<file path="config.mk">
export PLATFORM = sky130hd
export DESIGN_NAME = serial_adder_ctrl
export DESIGN_NICKNAME = d
export VERILOG_FILES = /design/src/rtl/serial_adder_ctrl.sv
export SDC_FILE = /design/constraint.sdc
export NUM_CORES = 1
export LEC_CHECK = 0
export CAP_MARGIN = 20
export CORE_UTILIZATION = 48
export CTS_BUF_LIST = sky130_fd_sc_hd__clkbuf_4
export DETAILED_ROUTE_END_ITERATION = 12
export PLACE_DENSITY_LB_ADDON = 0.25
export SETUP_SLACK_MARGIN = 0.4
export SYNTH_ARGS = -nofsm -noshare
export SYNTH_HDL_FRONTEND = slang
export SYNTH_SLANG_ARGS = --single-unit
</file>
<file path="constraint.sdc">
create_clock -name clk -period 1.4 [get_ports clk]
set_clock_uncertainty 0.1 [all_clocks]
set_input_delay 0.35 -clock clk [delete_from_list [all_inputs] [get_ports clk]]
set_output_delay 0.35 -clock clk [all_outputs]
set_load 0.03 [all_outputs]
</file>
<file path="src/rtl/serial_adder_ctrl.sv">
// serial_adder_ctrl: bit-serial WIDTH-bit adder built around a 1-bit full-adder
// cell. Operands are accepted through a start/ready handshake and added LSB
// first, one bit per clock, with a registered carry. The result is committed
// together with a one-cycle done pulse.
// Optional build macro: SERIAL_ADDER_OVF_EN adds ovf_out, the two's-complement
// signed overflow of the committed result.

module serial_adder_fa_cell (
  input  logic a,
  input  logic b,
  input  logic ci,
  output logic sum_c,
  output logic carry_c
);

  // Combinational 1-bit full adder: parity sum and majority carry.
  always_comb begin
    sum_c   = a ^ b ^ ci;
    carry_c = (a & b) | (a & ci) | (b & ci);
  end

endmodule

module serial_adder_ctrl #(
  parameter int unsigned WIDTH = 8
) (
  input  logic             clk,
  input  logic             rst,
  input  logic             start_in,
  input  logic [WIDTH-1:0] a_in,
  input  logic [WIDTH-1:0] b_in,
  input  logic             c_in,
  output logic             ready_out,
  output logic             busy_out,
  output logic             done_out,
  output logic [WIDTH-1:0] sum_out,
  output logic             c_out
`ifdef SERIAL_ADDER_OVF_EN
  ,
  output logic             ovf_out
`endif
);

  localparam int unsigned CNT_W = $clog2(WIDTH + 1);
  localparam logic [CNT_W-1:0] LAST_BIT = CNT_W'(WIDTH - 1);

  typedef enum logic [1:0] {
    IDLE = 2'd0,
    RUN  = 2'd1,
    DONE = 2'd2
  } state_e;

  state_e           state;
  state_e           state_nx;

  logic [WIDTH-1:0] a_sr;
  logic [WIDTH-1:0] a_sr_nx;
  logic [WIDTH-1:0] b_sr;
  logic [WIDTH-1:0] b_sr_nx;
  logic [WIDTH-1:0] s_sr;
  logic [WIDTH-1:0] s_sr_nx;
  logic             carry;
  logic             carry_nx;
  logic [CNT_W-1:0] cnt;
  logic [CNT_W-1:0] cnt_nx;

  logic             ready_nx;
  logic             busy_nx;
  logic             done_nx;
  logic [WIDTH-1:0] sum_nx;
  logic             c_nx;
`ifdef SERIAL_ADDER_OVF_EN
  logic             ovf_nx;
`endif

  logic             fa_s;
  logic             fa_co;
  logic [WIDTH:0]   s_cat;

  serial_adder_fa_cell u_fa (
    .a       (a_sr[0]),
    .b       (b_sr[0]),
    .ci      (carry),
    .sum_c   (fa_s),
    .carry_c (fa_co)
  );

  // New sum bit enters at the MSB; the upper WIDTH bits are the shifted result.
  assign s_cat = {fa_s, s_sr};

  // Next-state, datapath update and registered-output decode.
  always_comb begin
    state_nx = state;
    a_sr_nx  = a_sr;
    b_sr_nx  = b_sr;
    s_sr_nx  = s_sr;
    carry_nx = carry;
    cnt_nx   = cnt;
    sum_nx   = sum_out;
    c_nx     = c_out;
`ifdef SERIAL_ADDER_OVF_EN
    ovf_nx   = ovf_out;
`endif

    case (state)
      IDLE: begin
        if (start_in) begin
          a_sr_nx  = a_in;
          b_sr_nx  = b_in;
          carry_nx = c_in;
          cnt_nx   = '0;
          s_sr_nx  = '0;
          state_nx = RUN;
        end
      end
      RUN: begin
        a_sr_nx  = a_sr >> 1;
        b_sr_nx  = b_sr >> 1;
        s_sr_nx  = s_cat[WIDTH:1];
        carry_nx = fa_co;
        cnt_nx   = cnt + CNT_W'(1);
        if (cnt == LAST_BIT) begin
          sum_nx   = s_cat[WIDTH:1];
          c_nx     = fa_co;
`ifdef SERIAL_ADDER_OVF_EN
          // Carry into the MSB is the carry held during the last bit.
          ovf_nx   = carry ^ fa_co;
`endif
          state_nx = DONE;
        end
      end
      DONE: begin
        state_nx = IDLE;
      end
      default: begin
        state_nx = IDLE;
      end
    endcase

    ready_nx = (state_nx == IDLE);
    busy_nx  = (state_nx == RUN);
    done_nx  = (state_nx == DONE);
  end

  // State, datapath and output registers with synchronous reset.
  always_ff @(posedge clk) begin
    if (rst) begin
      state     <= IDLE;
      a_sr      <= '0;
      b_sr      <= '0;
      s_sr      <= '0;
      carry     <= 1'b0;
      cnt       <= '0;
      ready_out <= 1'b1;
      busy_out  <= 1'b0;
      done_out  <= 1'b0;
      sum_out   <= '0;
      c_out     <= 1'b0;
`ifdef SERIAL_ADDER_OVF_EN
      ovf_out   <= 1'b0;
`endif
    end else begin
      state     <= state_nx;
      a_sr      <= a_sr_nx;
      b_sr      <= b_sr_nx;
      s_sr      <= s_sr_nx;
      carry     <= carry_nx;
      cnt       <= cnt_nx;
      ready_out <= ready_nx;
      busy_out  <= busy_nx;
      done_out  <= done_nx;
      sum_out   <= sum_nx;
      c_out     <= c_nx;
`ifdef SERIAL_ADDER_OVF_EN
      ovf_out   <= ovf_nx;
`endif
    end
  end

endmodule
</file>
* Word level (Yosys, flattened, before mapping)
Index checks and enable logic that the tools add are counted. W data, S select, Z words.
Storage, ports and cells: register bits after elaboration 43, bits of input ports 20, output and inout port bits 12, word-level logic and storage cells 42
Cells by class: add/subtract/negate cells 1, equality and inequality tests 5, multiplexer cells 13, bitwise operators 7, reduce and logical (&&, ||, !) cells 5
Operators with widths (number):
- $pmux W8 S2 | 3
- $mux W8 | 3
- $pmux W4 S2 | 1
- $add A4 B1 Y4 const B | 1
- $eq A2 B1 Y1 const B | 2
- $eq A4 B3 Y1 const B | 1
- $logic_not A2 Y1 | 2
- $mux W2 | 2
- $mux W4 | 1
- $pmux W2 S2 | 1
- $reduce_and A2 Y1 | 2
- $and A1 B1 Y1 | 3
- $eq A2 B2 Y1 const B | 1
- $ne A2 B2 Y1 const B | 1
- $or A1 B1 Y1 | 2
- $pmux W1 S2 | 1
- $reduce_bool A2 Y1 | 1
- $xor A1 B1 Y1 | 2
- $mux W1 | 1

* Logic depth before layout (Yosys ltp)
Gate-level depths: netlist of the first run.
depth after elaboration 4, gate-level depth with buffers 6, gate-level depth less buffers 5

* Modules after synthesis
Synthesis of the first run repeated with hierarchy kept, for this count alone.
Second synthesis, totals: cell total of the unflattened synthesis 182, area total of the unflattened synthesis 1766.7 µm²
By module, submodules not included:
- serial_adder_ctrl | times used 1, cells an instance 181, area an instance 1746.7 µm², seq. area each 840.8 µm²
- serial_adder_fa_cell | times used 1, cells an instance 1, area an instance 20.0 µm², seq. area each 0.0 µm²

* Worst setup path before layout of the first run
No wires, ideal clock.
kind register to register, from register cnt[0], to register sum_out[0], arrival time 1192 ps, slack 36 ps, stages on the path, launching flop included 5, path buffers 0, clock period less this slack 1364 ps, path through dfxtp_1 ha_1 nand4b_2 nor2_4 mux2i_1
On the way: cells in the longest elaborated chain, start to end 2
RTL lines:
- from (decl) | line 64 | logic [CNT_W-1:0] cnt;
- from (signal assigned) | line 168 | cnt <= cnt_nx;
- $eq A4 B3 Y1 | line 122 | if (cnt == LAST_BIT) begin
- $reduce_and A2 Y1 (no source line)
- to (signal assigned) | line 172 | sum_out <= sum_nx;
- to (decl) | line 36 | output logic [WIDTH-1:0] sum_out,
Every way passes these cells. A chain may end at the register's enable or synchronous reset.

* Worst setup path in the final report of the first run
from register a_sr[0], to register s_sr[7]
On the way: cells in the longest elaborated chain, start to end 3
RTL lines:
- from (decl) | line 56 | logic [WIDTH-1:0] a_sr;
- from (signal assigned) | line 164 | a_sr <= a_sr_nx;
- $xor A1 B1 Y1 (2 in series) | line 18 | sum_c = a ^ b ^ ci;
- $pmux W8 S2 | line 105 | case (state)
- to (signal assigned) | line 166 | s_sr <= s_sr_nx;
- to (decl) | line 60 | logic [WIDTH-1:0] s_sr;
Every way passes these cells.

==> run summary, run 1 <==
Final Cycle Share = 1.017
Final WL = 5.662 mm
Syn avg cell area = 9.377 um^2
CTS tree = built
Die Ht = 62.93 um
DR pass1 iterations = 4
Startpoint types = register
Final setup vio count = 4
Synthesis-to-finish area growth = 63.06%
CTS root buf = clkbuf_4
Row Count = 21
Gate Count Post-Synth = 190
Int Pwr = 1928 uW
Relative slew slack = 0.7687
Sequential power share = 0.490
Failing checks = negative setup slack
Remaining DRCs = 0
Library cells used by synthesis = 33
Max-cap violations = 0
Arr. time, crit path = 1600 ps
CTS H-tree depth = 2
Syn. warnings = 0
Placed cells = 264
ANT cells = 0
Syn nets = 212
Net Sw Frac = 0.2771
Unrepaired setup endpoints after global routing = true
Setup_tns = -55.06 ps
Setup slack at placement = -401.1 ps
CP Class = register to register
Pwr Density = 917.9 mW/mm^2
Initial antenna violation count = 0
Hold Path Class = register to register
Status = finished, violations left
Layout cells sized above 1 = 0.5304
Worst setup margin = -23.91 ps
Nets = 268
Wire per inst = 19.32 um
Later-pin clock latency in the skew report = 360 ps
Maximum clock path buffer count = 2
Start of the worst register-to-register path = a_sr[0]
Worst VDD drop = 0.6809 mV
GRT Overall Usage = 0.2352
Comb power frac = 0.206
Worst Hold Path Cells = 2
Critical path required time = 1580 ps
TritonCTS buffer count = 5
PortBufs = 31
Pleak = 0.001113 uW
Hold Crit Start = sum_out[6]
Psw = 738.9 uW
GRT overflow = 0
Final Non-Filler Cells = 293
# clock sinks = 42
Die Area = 0.003960 mm^2
Crit end category = register
Starting Density = 0.5176
Clock slew at reported path FFs = 130 ps
Post-route ant nets = 0
Worst flop-to-flop path endpoint = s_sr[7]
Vias in the first global route = 1543
Worst-Margin Slew = 342.4 ps
Tot Pwr = 2667 uW
Cell area after synthesis = 0.001782 mm^2
Hold endpoint = sum_out[6]
Most frequent cells in the layout = nor2_1 (23), dfxtp_1 (23), buf_4 (19)
Final hold viol count = 0
Max-slew violations = 0
Via density = 5.659
Core Area = 0.003442 mm^2
Post-DP HPWL = 2.653 mm
Sequential share of the synthesized area = 0.4719
Flops & latches, synth = 42
Via count = 1658
Iter 0 DRT Violations = 81
FMAX = 702.3 MHz
Die width = 62.93 um
Reg2Reg Setup Slack = -20 ps
Crit path time final = 1424 ps
Ports = 32
Crit Path Max Fanout = 2
Worst Reg-to-Reg Cells = 4
Pin count of the biggest net entering global routing = 24
RD Place Congestion = 0.7186
First-pass GRT wire length = 7.300 mm
Clock share of power = 0.305
==> synthesized netlist by cell type <==
cell type / instances / share of area
nor3_1: 3 / 0.0084
nor2_4: 1 / 0.0063
o41ai_1: 2 / 0.0098
o21bai_4: 1 / 0.011
inv_1: 3 / 0.0063
o21ba_2: 1 / 0.0056
a31oi_1: 1 / 0.0035
nand2_1: 16 / 0.034
o211a_1: 1 / 0.0056
mux2i_1: 8 / 0.045
or3b_2: 1 / 0.0049
a221oi_1: 2 / 0.0098
and2b_1: 1 / 0.0042
ha_1: 1 / 0.0070
o21ai_0: 2 / 0.0056
clkbuf_1: 5 / 0.011
nand2b_1: 16 / 0.056
a22oi_1: 9 / 0.038
dfxtp_1: 42 / 0.47
a21oi_1: 16 / 0.045
nor2_1: 23 / 0.048
a211oi_2: 1 / 0.0070
buf_2: 2 / 0.0056
nand3_1: 2 / 0.0056
nor2b_1: 4 / 0.014
or3_1: 1 / 0.0035
nand4b_2: 1 / 0.0084
buf_4: 4 / 0.017
fa_1: 1 / 0.011
a2bb2oi_1: 1 / 0.0049
buf_6: 5 / 0.032
a211oi_1: 12 / 0.051
nor3b_1: 1 / 0.0042
==> sequential cells by signal (all words and copies together) (netlist names) <==
| name | count |
|---|---|
| a_sr | 8 |
| done_out | 1 |
| sum_out | 8 |
| carry | 1 |
| busy_out | 1 |
| ready_out | 1 |
| s_sr | 7 |
| cnt | 4 |
| c_out | 1 |
| b_sr | 8 |
| state | 2 |
==> cell type report <==
class | count | area, um^2
tap | 46 | 57.56
multi-input combinational | 129 | 1152
sequential | 42 | 872.1
fill | 165 | 536.8
clock buffer | 6 | 45.04
timing repair buffer | 65 | 729.5
inverter | 3 | 11.26
clock inverter | 2 | 37.54
==> power by group through the flow <==
| stage | Sequential [uW] | Combinational (uW) | Clock, uW |
|---|---|---|---|
| 6_report | 1310 | 549 | 812 |
| 5_1_grt | 1310 | 577 | 869 |
| 4_1_cts | 1290 | 407 | 804 |
| 3_5_place_dp | 1320 | 374 | 0 |
| 3_3_place_gp | 1310 | 360 | 0 |
| 2_1_floorplan | 1310 | 246 | 0 |
==> kinds of logic (layout without fill, tap and decap cells) <==
kind of cell    after synthesis  count (layout)  share of synthesized area
simple gates                 70              70                     0.1980
flops                        42              42                     0.4719
fa+ha+maj                     2               2                    0.01826
compound gates               49              49                     0.1959
mux                           8               8                    0.04495
buf+inv                      19              76                    0.07093
==> timing repair <==
item	CTS	global route
pin swaps	8	11
resized for setup	39	36
cloned	0	3
hold endpoints to repair	0	0
hold buffers	0	0
setup buffers	10	8
endpoints found under the setup margin	54	54
==> critical path, cell delays in order (launching register included) <==
cell       delay [ps]
dfxtp_2           370
inv_2              60
fa_2              610
a2bb2oi_2         160
nor2_1             50
==> stage by stage <==
| stage | utilization | hold slack (ps) | area, um^2 |
|---|---|---|---|
| final | 0.8441 | 387.9 | 2905 |
| after global routing | 0.8441 | 415.0 | 2905 |
| after CTS | 0.7495 | 391.0 | 2580 |
| after detailed placement | 0.6732 | 371.4 | 2317 |
| after global placement | 0.6732 | 362.8 | 2317 |
| after floorplan | - | 363.2 | 1952 |
==> metal layers <==
metal / up-vias / global-route usage / wire length, um
li1: 775 / - / -
met1: 813 / 0.2780 / 2362
met2: 47 / 0.4207 / 2826
met3: 23 / 0.04927 / 218
met4: 0 / 0.06977 / 255
met5: - / 0 / 0
==> worst max path at each step <==
stage	from	to	slack (ps)	depth (start not counted)
final	a_sr[0]	s_sr[7]	-20	4
after floorplan	a_sr[0]	s_sr[7]	100	4
after CTS	b_sr[0]	s_sr[7]	30	4
after detailed placement	start_in	b_sr[5]	-400	4
after global placement	start_in	b_sr[6]	-300	4
after global routing	cnt[1]	sum_out[2]	-90	4
(Power assumes the default switching activity.)
==> run 2, diff against run 1 <==
--- a/config.mk
+++ b/config.mk
@@ -10,7 +10,7 @@
 export CTS_BUF_LIST = sky130_fd_sc_hd__clkbuf_4
 export DETAILED_ROUTE_END_ITERATION = 12
 export PLACE_DENSITY_LB_ADDON = 0.25
-export SETUP_SLACK_MARGIN = 0.4
+export SETUP_SLACK_MARGIN = 0.1
 export SYNTH_ARGS = -nofsm -noshare
 export SYNTH_HDL_FRONTEND = slang
 export SYNTH_SLANG_ARGS = --single-unit
==> run 2 against run 1 <==
- the run still ends with negative setup slack left
- maximum frequency grew 0.66%
- final cell count shrank 3.1%
- register-to-register slack is essentially flat
- global-route usage shrank 1.2 points
- first-iteration DRC count shrank 36%
- die area is the same
- via count shrank 7.0%
- sequential cell count is the same
- cell area shrank 8.8%
- routed wire length shrank 21%
- worst hold slack lost 0.94 ps
- largest cell class unchanged
- largest power group unchanged
==> run summary, run 2 (synthesis results as in run 1) <==
Startpoint types = register
Hold Path Class = register to register
Most frequent cells in the layout = dfxtp_1 (26), nor2_1 (23), clkdlybuf4s50_1 (18), buf_4 (18), nand2_1 (16)
ANT cells = 0 (unchanged)
Die width = 62.93 um (unchanged)
Relative slew slack = 0.8178 (+0.04909)
GRT Overall Usage = 0.2232 (-0.01204)
Nets = 260 (-3.0%)
Fillers = 227 (+38%)
Die Area = 0.003960 mm^2 (unchanged)
Worst hold slack = 387.0 ps (-0.9440 ps)
Pin count of the biggest net entering global routing = 27 (+13%)
Tot Pwr = 2373 uW (-11%)
CTS tree = built
Wire per inst = 15.71 um (-19%)
Initial antenna violation count = 0 (unchanged)
Worst setup margin = -14.54 ps (+9.371 ps)
Vias in the first global route = 1584 (+2.7%)
Status = finished, violations left
Setup_tns = -14.54 ps (+40.52 ps)
Core Area = 0.003442 mm^2 (unchanged)
Hold_buf cts = 0 (unchanged)
Max-slew violations = 0 (unchanged)
Most common cell after layout, fill and taps aside = dfxtp_1
Max-cap violations = 0 (unchanged)
Remaining DRCs = 0 (unchanged)
Pleak = 0.001023 uW (-8.1%)
Worst VDD drop = 0.4369 mV (-36%)
Failing checks = negative setup slack
Via count = 1542 (-7.0%)
PortBufs = 31 (unchanged)
Row Count = 21 (unchanged)
CTS H-tree depth = 2 (unchanged)
Clock share of power = 0.251 (-0.054)
# clock sinks = 42 (unchanged)
GRT overflow = 0 (unchanged)
Registers with the most flip-flops = a_sr x8, b_sr x8, sum_out x8
Starting Density = 0.5176 (unchanged)
FMAX = 706.9 MHz (+0.66%)
Final Cycle Share = 1.010 (-0.006693)
Final hold viol count = 0 (unchanged)
Crit path time final = 1415 ps (-9.371 ps)
Die Ht = 62.93 um (unchanged)
Maximum clock path buffer count = 2 (unchanged)
Post-DP HPWL = 2.677 mm (+0.91%)
Setup slack at placement = -484.8 ps (-83.64 ps)
Later-pin clock latency in the skew report = 350 ps (about the same)
DR pass1 iterations = 4 (unchanged)
Sequential power share = 0.546 (+0.056)
Post-route ant nets = 0 (unchanged)
Final WL = 4.463 mm (-21%)
Layout cells sized above 1 = 0.4412 (-0.08919)
RD Place Congestion = 0.7706 (+7.2%)
TritonCTS buffer count = 5 (unchanged)
Psw = 645.4 uW (-13%)
Pwr Density = 896.0 mW/mm^2 (-2.4%)
CTS root buf = clkbuf_4
First-pass GRT wire length = 6.948 mm (-4.8%)
Iter 0 DRT Violations = 52 (-36%)
CP Class = register to register
Synthesis-to-finish area growth = 48.67%
Critical path required time = 1570 ps (about the same)
Int Pwr = 1728 uW (-10%)
Arr. time, crit path = 1580 ps (-20 ps)
Crit Path Max Fanout = 7 (+5)
Crit end category = register
Via density = 5.430 (-4.0%)
Final setup vio count = 1 (-3)
Clock slew at reported path FFs = 120 ps (about the same)
Comb power frac = 0.203 (-0.003)
Ports = 32 (unchanged)
Unrepaired setup endpoints after global routing = true
Net Sw Frac = 0.2719 (-0.005135)
Worst-Margin Slew = 272.6 ps (-69.80 ps)
[run 2: worst max-delay path, stage by stage (launching register included)]
cell and delay [ps]:
dfxtp_4 380, buf_6 120, o21bai_4 260, buf_12 190
a21oi_2 40, a211oi_1 250
[run 2: what timing repair did]
item	in CTS	in global routing
setup endpoints to repair	46	47
gates resized for setup	39	37
cloned	1	0
endpoints found under the hold margin	0	0
pin swaps	11	14
buffers inserted	9	0
[run 2: path summary, 6_finish.rpt]
| path | slack [ps] | end | start | cells past startpoint |
|---|---|---|---|---|
| min | 390 | sum_out[0] | sum_out[0] | 2 |
| max | -10 | a_sr[1] | state[0] | 5 |
| min reg2reg | 390 | sum_out[0] | sum_out[0] | 2 |
| max reg2reg | -10 | a_sr[1] | state[0] | 5 |
[run 2: power groups by stage]
stage	Clock [uW]	Sequential, uW	Combinational (uW)
2_1_floorplan	0	1300	200
3_3_place_gp	0	1300	338
3_5_place_dp	0	1310	350
4_1_cts	613	1280	414
5_1_grt	655	1300	515
6_report	595	1300	482
[run 2: cell type report]
| cell class | instances | area (um^2) | area share |
|---|---|---|---|
| Sequential cell | 42 | 863.3 | 0.3259 |
| Inverter | 3 | 11.26 | 0.004251 |
| Timing Repair Buffer | 57 | 610.6 | 0.2305 |
| Multi-Input combinational cell | 129 | 1054 | 0.3977 |
| Clock buffer | 7 | 52.55 | 0.01984 |
| Tap cell | 46 | 57.56 | 0.02173 |
[run 2: layer usage]
metal,vias up,part of all wire,global-route usage,routed length (um)
met5,-,0,0,0
met1,751,0.42,0.2483,1890
li1,755,-,-,-
met4,0,0.018,0.07849,81
met3,8,0.033,0.05109,149
met2,28,0.52,0.4086,2341
[run 2: metrics by stage]
stage	util	instances	instance area, um^2
after global routing	0.7695	284	2649
after CTS	0.7263	285	2500
after detailed placement	0.6467	268	2226
final	0.7695	284	2649
after global placement	0.6467	268	2226
after floorplan	-	190	1800
==> run 3, diff against run 2 <==
--- a/config.mk
+++ b/config.mk
@@ -6,8 +6,7 @@
 export NUM_CORES = 1
 export LEC_CHECK = 0
 export CAP_MARGIN = 20
-export CORE_UTILIZATION = 48
-export CTS_BUF_LIST = sky130_fd_sc_hd__clkbuf_4
+export CORE_UTILIZATION = 46
 export DETAILED_ROUTE_END_ITERATION = 12
 export PLACE_DENSITY_LB_ADDON = 0.25
 export SETUP_SLACK_MARGIN = 0.1
==> constraint.sdc (replaced) <==
create_clock -name clk -period 1.4 [get_ports clk]
set_clock_uncertainty 0.1 [all_clocks]
set_input_delay 0.28 -clock clk [delete_from_list [all_inputs] [get_ports clk]]
set_output_delay 0.28 -clock clk [all_outputs]
set_load 0.03 [all_outputs]
==> run 3 against run 2 <==
- the run still ends with negative setup slack left
- critical endpoint is now s_sr[7]
- combinational power hardly changed
- worst hold slack worse by 14 ps
- non-clock buffer count is 1 higher
- routed wire length is 2.1% lower
- largest cell class unchanged
- critical path depth is 1 lower
- first-iteration DRC count fell by 3.8%
- count of clock-buffer cells in the layout shrank 1
- die area up 4.2%
- sequential power is essentially flat
==> run summary, run 3 (synthesis results as in run 1) <==
Hold Crit Start = sum_out[6]
Failing checks = negative setup slack
Remaining DRCs = 0 (unchanged)
Int Pwr = 1899 uW (+9.9%)
Post-DP Area = 0.002203 mm^2 (-1.0%)
Wire per inst = 15.18 um (-3.4%)
Worst hold slack = 372.7 ps (-14.31 ps)
Final Cycle Share = 1.009 (about the same)
Worst VDD drop = 0.6405 mV (+47%)
Row Count = 22 (+4.8%)
Worst-Margin Slew = 294.0 ps (+21.42 ps)
Most frequent cells in the layout = dfxtp_1 (35), nor2_1 (23), buf_4 (21)
Sequential power share = 0.497 (-0.049)
Iter 0 DRT Violations = 50 (-3.8%)
Hold endpoint = sum_out[6]
Post-route cell area = 0.002649 mm^2 (unchanged)
ANT cells = 0 (unchanged)
Status = finished, violations left
Die Ht = 64.24 um (+2.1%)
CTS H-tree depth = 2 (unchanged)
Via count = 1568 (+1.7%)
CP Class = register to register
FMAX = 707.6 MHz (about the same)
Core Util, Final = 0.7181 (-0.05142)
Start of the worst register-to-register path = b_sr[0]
Worst Hold Path Cells = 2 (unchanged)
Vias in the first global route = 1402 (-11%)
Layout cells sized above 1 = 0.4083 (-0.03284)
Most common cell after layout, fill and taps aside = dfxtp_1
Worst flop-to-flop path endpoint = s_sr[7]
First-pass GRT wire length = 6.299 mm (-9.3%)
Pleak = 0.001040 uW (+1.6%)
Later-pin clock latency in the skew report = 300 ps (-50 ps)
GRT Overall Usage = 0.2023 (-0.02094)
Hold Path Class = register to register
Post-route ant nets = 0 (unchanged)
Registers with the most flip-flops = a_sr x8, b_sr x8, sum_out x8
Hold_buf cts = 0 (unchanged)
Final WL = 4.371 mm (-2.1%)
Crit path time final = 1413 ps (-1.340 ps)
Via density = 5.444 (+0.27%)
Psw = 695.1 uW (+7.7%)
Final Non-Filler Cells = 288 (+1.4%)
# clock sinks = 42 (unchanged)
PortBufs = 31 (unchanged)
Ports = 32 (unchanged)
Critical path required time = 1490 ps (-80 ps)
TritonCTS buffer count = 5 (unchanged)
Pwr Density = 979.5 mW/mm^2 (+9.3%)
Arr. time, crit path = 1510 ps (-70 ps)
Die width = 64.24 um (+2.1%)
Pin count of the biggest net entering global routing = 22 (-19%)
Relative slew slack = 0.8036 (-0.01427)
Initial antenna violation count = 0 (unchanged)
Worst Reg-to-Reg Cells = 4 (-1)
Max-cap violations = 0 (unchanged)
Placed cells = 266 (-0.75%)
Max-slew violations = 0 (unchanged)
Core Area = 0.003689 mm^2 (+7.2%)
Synthesis-to-finish area growth = 48.67% (unchanged)
Setup slack at placement = -334.0 ps (+150.7 ps)
Unrepaired setup endpoints after global routing = true
Crit Path Max Fanout = 2 (-5)
Crit end category = register
Starting Density = 0.4830 (-0.03459)
DR pass1 iterations = 4 (unchanged)
CTS root buf = clkbuf_8
Die Area = 0.004126 mm^2 (+4.2%)
Maximum clock path buffer count = 2 (unchanged)
RD Place Congestion = 0.7319 (-5.0%)
Startpoint types = register
Post-DP HPWL = 2.357 mm (-12%)
Clock share of power = 0.318 (+0.067)
Reg2Reg Setup Slack = -10 ps (about the same)
Net Sw Frac = 0.2679 (-0.004009)
Clock slew at reported path FFs = 80 ps (-40 ps)
GRT overflow = 0 (unchanged)
CTS tree = built
Comb power frac = 0.186 (-0.017)
Worst setup margin = -13.20 ps (+1.340 ps)
Final setup vio count = 1 (unchanged)
Nets = 261 (+0.38%)
Final hold viol count = 0 (unchanged)
Fillers = 274 (+21%)
## run 3: changes by cell type in the layout (fill, tap and decap cells not counted), moves of 3 or more
cell,change
buf_2,+7
clkbuf_4,-7
a211oi_2,-4
buf_4,+3
dfxtp_2,-9
buf_6,-10
dfxtp_1,+9
clkbuf_8,+6
a211oi_1,+4
## run 3: worst max-delay path by stage
stage	from	endpoint	slack [ps]	cells past startpoint
6_report	b_sr[0]	s_sr[7]	-10	4
5_1_grt	state[0]	a_sr[1]	-60	5
4_1_cts	state[0]	a_sr[0]	30	5
3_5_place_dp	start_in	carry	-330	4
3_3_place_gp	start_in	carry	-300	4
2_1_floorplan	state[1]	s_sr[3]	100	6
## run 3: per-stage QoR
| stage | power [uW] | setup TNS (ps) |
|---|---|---|
| global route | 2697 | -164.7 |
| global placement | 1627 | -6584 |
| finish | 2595 | -13.20 |
| detailed placement | 1634 | -7268 |
| CTS | 2467 | 0 |
| floorplan | 1503 | 0 |
## run 3: power groups by stage
stage / clock network (uW) / registers (uW) / logic (uW)
global placement: 0 / 1300 / 326
detailed placement: 0 / 1300 / 330
floorplan: 0 / 1300 / 200
CTS: 838 / 1280 / 352
finish: 824 / 1290 / 482
global route: 885 / 1290 / 517
## run 3: cell type report
| type | instances | area (um^2) | share of cell area |
|---|---|---|---|
| Timing Repair Buffer | 58 | 575.6 | 0.2173 |
| Clock inverter | 2 | 12.51 | 0.004724 |
| Inverter | 3 | 11.26 | 0.004251 |
| Clock buffer | 6 | 82.58 | 0.03118 |
| Sequential cell | 42 | 852.1 | 0.3217 |
| Tap cell | 48 | 60.06 | 0.02267 |
| Multi-Input combinational cell | 129 | 1055 | 0.3982 |
## run 3: critical path, cell delays in order, from the launching register on
cell	delay [ps]
dfxtp_2	330
inv_2	50
fa_2	600
a2bb2oi_2	160
nor2_1	70
## run 3: routing by layer
layer	GRT usage	vias to the layer above	wire, um	part of all wire
met5	0	-	0	0
met4	0.08333	0	79	0.018
met3	0.06071	7	193	0.044
met2	0.3404	38	2268	0.52
met1	0.2386	759	1831	0.42
li1	-	764	-	-
## run 3: timing repair
action | 4_1_cts | 5_1_grt
gates cloned | 0 | 1
buffers inserted | 3 | 10
pin swaps | 2 | 13
resized for setup | 35 | 61
setup endpoints to repair | 46 | 41
